===== config.mk =====
export PLATFORM = sky130hd
export DESIGN_NAME = corr_lag_scanner
export DESIGN_NICKNAME = d
export VERILOG_FILES = /design/src/rtl/corr_lag_scanner.sv
export SDC_FILE = /design/constraint.sdc
export NUM_CORES = 1
export LEC_CHECK = 0
export CORE_ASPECT_RATIO = 0.7
export CORE_MARGIN = 1.5
export CORE_UTILIZATION = 46
export CTS_CLUSTER_SIZE = 30
export DETAILED_ROUTE_END_ITERATION = 8
export PLACE_DENSITY = 0.68
export REMOVE_ABC_BUFFERS = 1
export SLEW_MARGIN = 20
export SYNTH_ARGS = -nofsm -noshare
export SYNTH_HDL_FRONTEND = slang
export SYNTH_SLANG_ARGS = --single-unit

===== constraint.sdc =====
create_clock -name clk -period 6.6 [get_ports clk]
set_input_delay 1.65 -clock clk [delete_from_list [all_inputs] [get_ports clk]]
set_output_delay 1.65 -clock clk [all_outputs]
set_load 0.01 [all_outputs]

===== src/rtl/corr_lag_scanner.sv =====
// Lag scanner: steps lag_sel over all lags, integrates pwr_in per lag and reports the peak.
// Optional macro CORR_SCAN_THRESHOLD_EN adds a threshold input and a one-cycle trigger at DONE entry.
module corr_lag_scanner #(
    parameter int NLAGS   = 16,
    parameter int LAGBITS = 4,
    parameter int PWRBITS = 11,
    parameter int LATENCY = 3
) (
    input  logic                 clk,
    input  logic                 rst,
    input  logic                 start,
    input  logic [7:0]           int_len,
    output logic [LAGBITS-1:0]   lag_sel,
    input  logic [PWRBITS-1:0]   pwr_in,
    output logic                 busy,
    output logic                 result_valid,
    input  logic                 result_ack,
    output logic [PWRBITS+7:0]   peak_pwr,
    output logic [LAGBITS-1:0]   peak_lag,
`ifdef CORR_SCAN_THRESHOLD_EN
    input  logic [PWRBITS+7:0]   threshold,
`endif
    output logic                 trigger
);

    localparam int ACCW = PWRBITS + 8;
    localparam logic [7:0] SETTLE_INIT = 8'(LATENCY - 1);
    localparam logic [LAGBITS-1:0] LAST_LAG = LAGBITS'(NLAGS - 1);

    typedef enum logic [2:0] {
        S_IDLE   = 3'd0,
        S_SETTLE = 3'd1,
        S_INTEG  = 3'd2,
        S_NEXT   = 3'd3,
        S_DONE   = 3'd4
    } state_t;

    state_t               state_q, state_d;
    logic [7:0]           cnt_q, cnt_d;
    logic [7:0]           len_q, len_d;
    logic [LAGBITS-1:0]   lag_q, lag_d;
    logic [ACCW-1:0]      acc_q, acc_d;
    logic [ACCW-1:0]      peak_pwr_q, peak_pwr_d;
    logic [LAGBITS-1:0]   peak_lag_q, peak_lag_d;
    logic                 busy_q, busy_d;
    logic                 valid_q, valid_d;
    logic                 upd_s;
    logic [ACCW-1:0]      new_peak_s;
`ifdef CORR_SCAN_THRESHOLD_EN
    logic                 trig_q, trig_d;
`endif

    // Next-state and datapath update for the scan sequencer
    always_comb begin
        state_d    = state_q;
        cnt_d      = cnt_q;
        len_d      = len_q;
        lag_d      = lag_q;
        acc_d      = acc_q;
        peak_pwr_d = peak_pwr_q;
        peak_lag_d = peak_lag_q;
        busy_d     = busy_q;
        valid_d    = valid_q;
`ifdef CORR_SCAN_THRESHOLD_EN
        trig_d     = 1'b0;
`endif
        // Strict compare keeps the lower lag on ties
        upd_s      = (acc_q > peak_pwr_q);
        new_peak_s = upd_s ? acc_q : peak_pwr_q;

        case (state_q)
            S_IDLE: begin
                if (start) begin
                    len_d      = int_len;
                    lag_d      = '0;
                    acc_d      = '0;
                    peak_pwr_d = '0;
                    peak_lag_d = '0;
                    busy_d     = 1'b1;
                    cnt_d      = SETTLE_INIT;
                    state_d    = S_SETTLE;
                end else begin
                    state_d = S_IDLE;
                end
            end
            S_SETTLE: begin
                if (cnt_q == 8'd0) begin
                    cnt_d   = (len_q == 8'd0) ? 8'd0 : (len_q - 8'd1);
                    state_d = S_INTEG;
                end else begin
                    cnt_d = cnt_q - 8'd1;
                end
            end
            S_INTEG: begin
                acc_d = acc_q + ACCW'(pwr_in);
                if (cnt_q == 8'd0) begin
                    state_d = S_NEXT;
                end else begin
                    cnt_d = cnt_q - 8'd1;
                end
            end
            S_NEXT: begin
                acc_d      = '0;
                peak_pwr_d = new_peak_s;
                if (upd_s) begin
                    peak_lag_d = lag_q;
                end else begin
                    peak_lag_d = peak_lag_q;
                end
                if (lag_q == LAST_LAG) begin
                    busy_d  = 1'b0;
                    valid_d = 1'b1;
                    state_d = S_DONE;
`ifdef CORR_SCAN_THRESHOLD_EN
                    trig_d  = (new_peak_s > threshold);
`endif
                end else begin
                    lag_d   = lag_q + LAGBITS'(1);
                    cnt_d   = SETTLE_INIT;
                    state_d = S_SETTLE;
                end
            end
            S_DONE: begin
                if (result_ack) begin
                    valid_d = 1'b0;
                    state_d = S_IDLE;
                end else begin
                    state_d = S_DONE;
                end
            end
            default: begin
                busy_d  = 1'b0;
                valid_d = 1'b0;
                state_d = S_IDLE;
            end
        endcase
    end

    // State and output registers
    always_ff @(posedge clk or posedge rst) begin
        if (rst) begin
            state_q    <= S_IDLE;
            cnt_q      <= 8'd0;
            len_q      <= 8'd0;
            lag_q      <= '0;
            acc_q      <= '0;
            peak_pwr_q <= '0;
            peak_lag_q <= '0;
            busy_q     <= 1'b0;
            valid_q    <= 1'b0;
`ifdef CORR_SCAN_THRESHOLD_EN
            trig_q     <= 1'b0;
`endif
        end else begin
            state_q    <= state_d;
            cnt_q      <= cnt_d;
            len_q      <= len_d;
            lag_q      <= lag_d;
            acc_q      <= acc_d;
            peak_pwr_q <= peak_pwr_d;
            peak_lag_q <= peak_lag_d;
            busy_q     <= busy_d;
            valid_q    <= valid_d;
`ifdef CORR_SCAN_THRESHOLD_EN
            trig_q     <= trig_d;
`endif
        end
    end

    assign lag_sel      = lag_q;
    assign busy         = busy_q;
    assign result_valid = valid_q;
    assign peak_pwr     = peak_pwr_q;
    assign peak_lag     = peak_lag_q;
`ifdef CORR_SCAN_THRESHOLD_EN
    assign trigger      = trig_q;
`else
    assign trigger      = 1'b0;
`endif

endmodule


# Yosys cells after proc, flatten, opt, wreduce, memory -nomap -nowiden
# Cells that the tools add are included.
op_classes:
  addsub: 4
  magnitude_cmp: 1
  eq_ne: 13
  mux: 27
  bitwise_logic: 2
  reduce_logical: 16
ops:
  columns: ["operator", "n"]
  rows:
  - ["$pmux 19 s3", 1]
  - ["$mux 8", 5]
  - ["$mux 19", 2]
  - ["$pmux 19 s2", 1]
  - ["$pmux 8 s4", 1]
  - ["$add 19x11->19", 1]
  - ["$gt 19x19->1", 1]
  - ["$logic_not 8->1", 2]
  - ["$ne 2x2->1 const B", 8]
  - ["$pmux 4 s2", 2]
  - ["$sub 8x1->8 const B", 2]
  - ["$pmux 3 s5", 1]
  - ["$mux 3", 4]
  - ["$mux 4", 3]
  - ["$reduce_and 3->1", 4]
  - ["$eq 3x2->1 const B", 2]
  - ["$pmux 1 s3", 2]
  - ["$reduce_and 2->1", 3]
  - ["$reduce_or 3->1", 2]
  - ["$mux 1", 5]
  - ["$add 4x1->4 const B", 1]
  - ["$eq 4x4->1 const B", 1]
  - ["$reduce_and 4->1", 1]
  - ["$reduce_bool 4->1", 1]
  - ["6 further kinds", 7]
totals:
  ff_bits: 67
  output_inout_bits: 30
  wordCells: 72

# Logic depth before layout (Yosys ltp)
# Gate-level depths: netlist of the first run.
logic_depth:
  ltp_word: 4
  mapped_depth: 9
  depth_no_buf: 9

# Worst setup path after synthesis of the first run
# OpenSTA, ideal clock, no wires.
synth_timing:
  kind: "in2reg"
  start: "in pwr_in[0]"
  end: "reg acc_q[18]"
  setup_time_ns: 0.128
  arrival_ns: 3.297
  required_ns: 6.472
  path_slack_ns: 3.174
  path_stages: 9
  cell_sequence: "ha_1 -> inv_1 -> fa_1 -> nand2b_1 -> a21oi_1 -> o2111ai_1 -> a21boi_0 -> o21ai_0 -> mux2i_1"
synth_via:
  elab_chain_cells: 2
synth_rtl:
  columns: ["item", "line_no", "rtl"]
  rows:
  - ["from (decl)", "14", "input logic [PWRBITS-1:0] pwr_in,"]
  - ["$add 19x11->19", "95", "acc_d = acc_q + ACCW'(pwr_in);"]
  - ["$pmux 19 s3", "71", "case (state_q)"]
  - ["to (signal assigned)", "146", "acc_q <= '0;"]
  - ["to (signal assigned)", "159", "acc_q <= acc_d;"]
  - ["to (decl)", "42", "logic [ACCW-1:0] acc_q, acc_d;"]
# No other way between the ends.
# A chain may end at the register's enable or synchronous reset.

# Worst setup path in the final report of the first run
# Ends and elaborated chain as after synthesis.

==> results of run 1 <==
[area by class of cell]
type | count | area (um^2)
fill | 772 | 3540
multi-input combinational | 322 | 2270
sequential | 67 | 1680
timing repair buffer | 56 | 548
clock buffer | 13 | 270
tap | 120 | 150
inverter | 31 | 116
clock inverter | 2 | 10.0
[sequential cells by signal, summed over array words and instances (netlist names)]
| name | count |
|---|---|
| acc_q | 19 |
| peak_pwr | 19 |
| cnt_q | 8 |
| len_q | 8 |
| lag_sel | 4 |
| peak_lag | 4 |
| state_q | 3 |
| busy | 1 |
| result_valid | 1 |
[cells in the final DEF, fill, tap and decap left out, types with 6 or more instances in the layout]
master           count
clkbuf_16            9
xnor2_1              7
nand3_1              8
dfrtp_1             67
xor2_1               8
inv_1               30
a22o_1              24
a211oi_1             6
nand2_1             40
o21ai_0             25
nand4_1              6
mux2_2               7
a21oi_1             29
nor3_1               7
ha_1                34
nand2b_1             7
clkdlybuf4s50_1     51
nor2_1              35
[metrics by stage]
stage / utilization [%] / area (um^2)
floorplan: - / 4060
global placement: 55.4 / 4760
detailed placement: 55.5 / 4760
CTS: 58.8 / 5040
global route: 58.8 / 5040
finish: 58.8 / 5040
[worst max-delay path by stage]
stage             endpoint  cells past startpoint  startpoint
6_report         acc_q[18]                     10   pwr_in[0]
4_1_cts          acc_q[18]                     10   pwr_in[0]
3_3_place_gp     acc_q[18]                     10   pwr_in[0]
5_1_grt          acc_q[18]                     10   pwr_in[0]
3_5_place_dp     acc_q[18]                     10   pwr_in[0]
2_1_floorplan  peak_lag[0]                      5       start
[power by group through the flow]
| stage | logic (mW) | clock network [mW] | registers (mW) |
|---|---|---|---|
| 6_report | 0.920 | 0.456 | 0.624 |
| 5_1_grt | 1.03 | 0.485 | 0.642 |
| 4_1_cts | 0.910 | 0.464 | 0.621 |
| 3_5_place_dp | 0.902 | 0 | 0.627 |
| 3_3_place_gp | 0.870 | 0 | 0.625 |
| 2_1_floorplan | 0.652 | 0 | 0.603 |
[layer usage]
layer	GRT usage (%)	part of all wire, %	wire length (um)	up-vias
li1	-	-	-	1690
met3	5.69	5.7	560	7
met2	29.8	40	3920	97
met1	35.4	53	5210	1622
met5	0	0	0	-
met4	5.85	1.0	100	0
[kinds of logic (layout without fill, tap and decap cells)]
group           Yosys count  in the layout  share of synthesized area [%]
flops                    67             67                           40.6
compound gates          124            124                           21.1
buf+inv                  46            102                           4.52
fa+ha+maj                36             36                           11.0
xor+xnor                 15             15                           3.18
mux                      11             11                           2.88
simple gates            135            135                           16.6
other cells               1              1                         0.0908
[worst reg2reg max path, stage by stage, from the launching register on]
cell      delay (ps)
dfrtp_1          460
ha_1             330
a21o_1           160
a221o_1          310
a21oi_1          500
a21oi_1          150
o211ai_1         520
buf_4            340
a22o_1           180
==> run metrics, run 1 <==
worst vdd ir between 200 and 250 uV; cts bufs inserted 9; Post-synth EDFFs 0; switching share of power 41.2%; initial core utilization just under 50%; final WL just under 10000 um; CP max stage delay 460 ps; first-pass GRT wire length 16200 um; Inserted Diodes 0; Worst Tran Pin Value just under 900 ps; GR Util All Layers between 20% and 30%; area grow syn2layout 22.2%; setup repair after global routing missed its margin false; worst hold margin around 480 ps; Worst Path Required 6810 ps; Hold Buf Count CTS 0; combinational fraction of design power ~46%; Max Slew Vio Count 0; H-Tree Depth 3; clock skew roughly 5.2 ps; clk slew on worst S/H paths 50 ps; Fmax between 0.2 and 0.3 GHz; hold path endpoint busy; share of cells above drive strength 1 7.74%; Post-CTS Setup Inserts 0; placed cell count roughly 600; top-count cell post-synth dfrtp_1; Synth Area per Inst 9.49 um^2; Final setup violation count 0; DRT iter0 DRCs ~250; CP Cell Sequence clkdlybuf4s50_1 > ha_1 > inv_1 > fa_1 > nand2b_1 > a21oi_1 > o2111ai_1 > a21boi_0 > o21ai_0 > mux2i_1; Port Buffer Count just over 50; reg2reg start acc_q[12]; period utilisation layout between 50% and 60%; core area 0.00858 mm^2; initial antenna violation count 0; Post-synth top cells dfrtp_1, nand2_1, nor2_1, ha_1, inv_1; Total Nets Final 545; status completed; Die H between 80 and 90 um; CTS tree built; Core Rows 28; vias post-DR 3416; synthesized instance count between 400 and 500; CTS resizes 0; Routed Antenna Nets 0; CP endpoint kind flip-flop; fin crit period about 3900 ps; Setup WS post-layout around 2700 ps; worst r2r path cells 8; top cells by area, synth dfrtp_1, ha_1, a22o_1; per-cell routed wire length around 16 um; Syn Std Cell Area 0.00413 mm^2; clk buf depth 2; worst path arrival time about 4000 ps; Non-Filler Instances between 600 and 700; Synth area leader dfrtp_1; DRC Markers 0; Post-DP HPWL 6870 um; Hold WC Path Type reg2reg; clk root buf clkbuf_16; yosys warns 0; Vias per Instance 5.59; number of global-route vias before repair just over 3000; dpl ws 2410 ps; max-cap viol count 0; Reg-to-Reg End peak_pwr[15]; overall power ~2.0 mW; number of synthesized register bits 67; top cell type's share of synthesized area about two fifths; Leak roughly 2.2 nW; Clk network pwr share 22.8%; hold_sp busy; total grt overflow 0; CP max FO 5; Die ar. 0.00956 mm^2; Ports 53; synth unique cells 66; worst path buffer plus inverter count 2; internal power approximately 1.2 mW; headroom to the max-slew limit 41.8%; worst reg-to-reg setup slack about 3600 ps; CP top delay family compound AO/OA/AOI/OAI gates; Final TNS setup 0 ps; Synth Flop Type dfrtp_1; post-synthesis sequential area ratio between 40% and 50%; Post-synth ARST share 100%; Skew-Pair Late Insertion Delay 330 ps; Sink Count 67; Die X between 100 and 150 um; pwr dens approximately 400 mW/mm^2; sequential fraction of design power 31.2%; Final Hold Viols 0; global placer's final weighted congestion 0.856; Setup CP Type in2reg; Pre-Repair DR Iteration Count 4; hold depth 1; Sw Pwr 823 uW; Critical Path Start Type input port; largest net degree at the start of global routing 68; Worst path slowest cell clkdlybuf4s50_1
(Power assumes the default switching activity.)
==> inputs of run 2 (changes only) <==
--- a/config.mk
+++ b/config.mk
@@ -10,7 +10,7 @@
 export CORE_UTILIZATION = 46
 export CTS_CLUSTER_SIZE = 30
 export DETAILED_ROUTE_END_ITERATION = 8
-export PLACE_DENSITY = 0.68
+export PLACE_DENSITY = 0.71
 export REMOVE_ABC_BUFFERS = 1
 export SLEW_MARGIN = 20
 export SYNTH_ARGS = -nofsm -noshare
==> constraint.sdc (replaced) <==
create_clock -name clk -period 3.2 [get_ports clk]
set_input_delay 0.8 -clock clk [delete_from_list [all_inputs] [get_ports clk]]
set_output_delay 0.8 -clock clk [all_outputs]
set_load 0.01 [all_outputs]
==> run 2 against run 1 <==
Worst hold slack gained 5.8 ps; first-iteration DRC count rose by 10%; critical endpoint unchanged; non-clock buffer count is 10 higher; count of clock-buffer cells in the layout stayed put; total power rose by 110%; sequential power is 110% higher; sequential share of layout area shrank 0.44 points; largest cell class unchanged; setup slack got worse by 2500 ps.
==> run metrics, run 2 (synthesis results as in run 1) <==
CTS resizes 0 (unchanged); Sink Count 67 (unchanged); Final setup violation count 0 (unchanged); Routed Antenna Nets 0 (unchanged); Hold WC Path Type reg2reg (unchanged); reg2reg start acc_q[10] (was acc_q[12]); Max Slew Vio Count 0 (unchanged); Die ar. 0.00956 mm^2 (unchanged); H-Tree Depth 3 (unchanged); Core Rows 28 (unchanged); max-cap viol count 0 (unchanged); core area 0.00858 mm^2 (unchanged); clk root buf clkbuf_16 (unchanged); initial antenna violation count 0 (unchanged); final WL 10300 um (was 9790 um); Setup CP Type in2reg (unchanged); largest net degree at the start of global routing 28 (was 68); Port Buffer Count 51 (unchanged); setup repair after global routing missed its margin false (unchanged); CTS tree built (unchanged); worst path arrival time 3150 ps (was 4080 ps); Pre-Repair DR Iteration Count 5 (was 4); Leak 2.29 nW (was 2.24 nW); Reg-to-Reg End peak_pwr[4] (was peak_pwr[15]); per-cell routed wire length 16.6 um (was 16.0 um); commonest non-fill, non-tap cell in the layout dfrtp_1 (unchanged); Die H 82.3 um (unchanged); pwr dens 816 mW/mm^2 (was 396 mW/mm^2); dpl ws -25.4 ps (was 2410 ps); initial core utilization 48.1% (unchanged); Worst Tran Pin Value 682 ps (was 873 ps); clock skew 7.75 ps (was 5.23 ps); worst r2r path cells 7 (was 8); Fmax approximately 0.34 GHz; Filler cells 733 (was 772); GR Util met3 5.55% (was 5.69%); vias post-DR 3551 (was 3416); first-pass GRT wire length 17200 um (was 16200 um); Critical Path Start Type input port (unchanged); worst reg-to-reg setup slack 500 ps (was 3570 ps); headroom to the max-slew limit 54.1% (was 41.8%); total grt overflow 0 (unchanged); DRC Markers 0 (unchanged); Post-DP HPWL 7470 um (was 6870 um); Non-Filler Instances 621 (was 611); placed cell count 606 (was 596); CP max FO 5 (unchanged); Post-CTS Setup Inserts 0 (unchanged); period utilisation layout ~92%; Ports 53 (unchanged); Hold Buf Count CTS 0 (unchanged); most frequent cells in the layout dfrtp_1, clkdlybuf4s50_1, nand2_1, nor2_1, ha_1 (unchanged); status completed (unchanged); final core occ 59.5% (was 58.8%); global placer's final weighted congestion 0.891 (was 0.856); cts bufs inserted 9 (unchanged); GR Util All Layers 23.8% (was 22.4%); share of cells above drive strength 1 9.58% (was 7.74%); worst setup path end acc_q[18] (unchanged); Die X 116 um (unchanged); worst vdd ir 382 uV (was 246 uV); Setup WS post-layout 255 ps (was 2730 ps); M1 GR Usage 35.6% (was 35.4%); DRT iter0 DRCs 276 (was 251); clk slew on worst S/H paths 60 ps (was 50 ps); Worst Path Required 3410 ps (was 6810 ps); Inserted Diodes 0 (unchanged); Final TNS setup 0 ps (unchanged); CP endpoint kind flip-flop (unchanged); clk buf depth 2 (unchanged); number of global-route vias before repair 3325 (was 3103); grt peak-use layer met1 (unchanged); Final Hold Viols 0 (unchanged); fin crit period a little under 3000 ps; Total Nets Final 555 (was 545); Skew-Pair Late Insertion Delay 330 ps (about the same); area grow syn2layout 23.8% (was 22.2%); met2 usage 34.6% (was 29.8%); Vias per Instance 5.72 (was 5.59); crit path from pwr_in[0] (unchanged)
## run 2: worst min path at each step
stage,from,end,slack (ps),cells after the start
CTS,busy,busy,490,1
floorplan,cnt_q[4],cnt_q[4],480,2
detailed placement,busy,busy,470,1
finish,busy,busy,490,1
global route,busy,busy,510,1
global placement,busy,busy,470,1
## run 2: critical path, stage by stage
cell and delay, ps:
clkdlybuf4s50_1 470, ha_1 200, inv_1 70, fa_1 390, nand2b_1 180, a21oi_1 230
o2111ai_1 240, a21boi_0 290, o21ai_0 130, mux2i_1 150
## run 2: area by class of cell
class	instances	area (um^2)	share of cell area, %
Timing Repair Buffer	66	623	12.2
Clock buffer	13	270	5.29
Clock inverter	2	10.0	0.196
Sequential cell	67	1680	32.8
Multi-Input combinational cell	322	2260	44.3
Tap cell	120	150	2.94
Inverter	31	116	2.28
## run 2: stage by stage
stage	area (um^2)	power, mW	hold slack (ps)
global route	5110	4.48	509
detailed placement	4830	3.19	469
finish	5110	4.17	485
CTS	5110	4.16	486
floorplan	4060	2.59	483
global placement	4830	3.13	471
## run 2: report_power, final
group / internal (mW) / total, mW / switching [mW]
combinational: 0.837 / 1.94 / 1.10
clock: 0.581 / 0.934 / 0.353
sequential: 1.04 / 1.30 / 0.258
## run 2: layer usage
| metal | wire [um] | vias up |
|---|---|---|
| li1 | - | 1716 |
| met1 | 5130 | 1690 |
| met2 | 4320 | 136 |
| met3 | 746 | 9 |
| met4 | 109 | 0 |
| met5 | 0 | - |
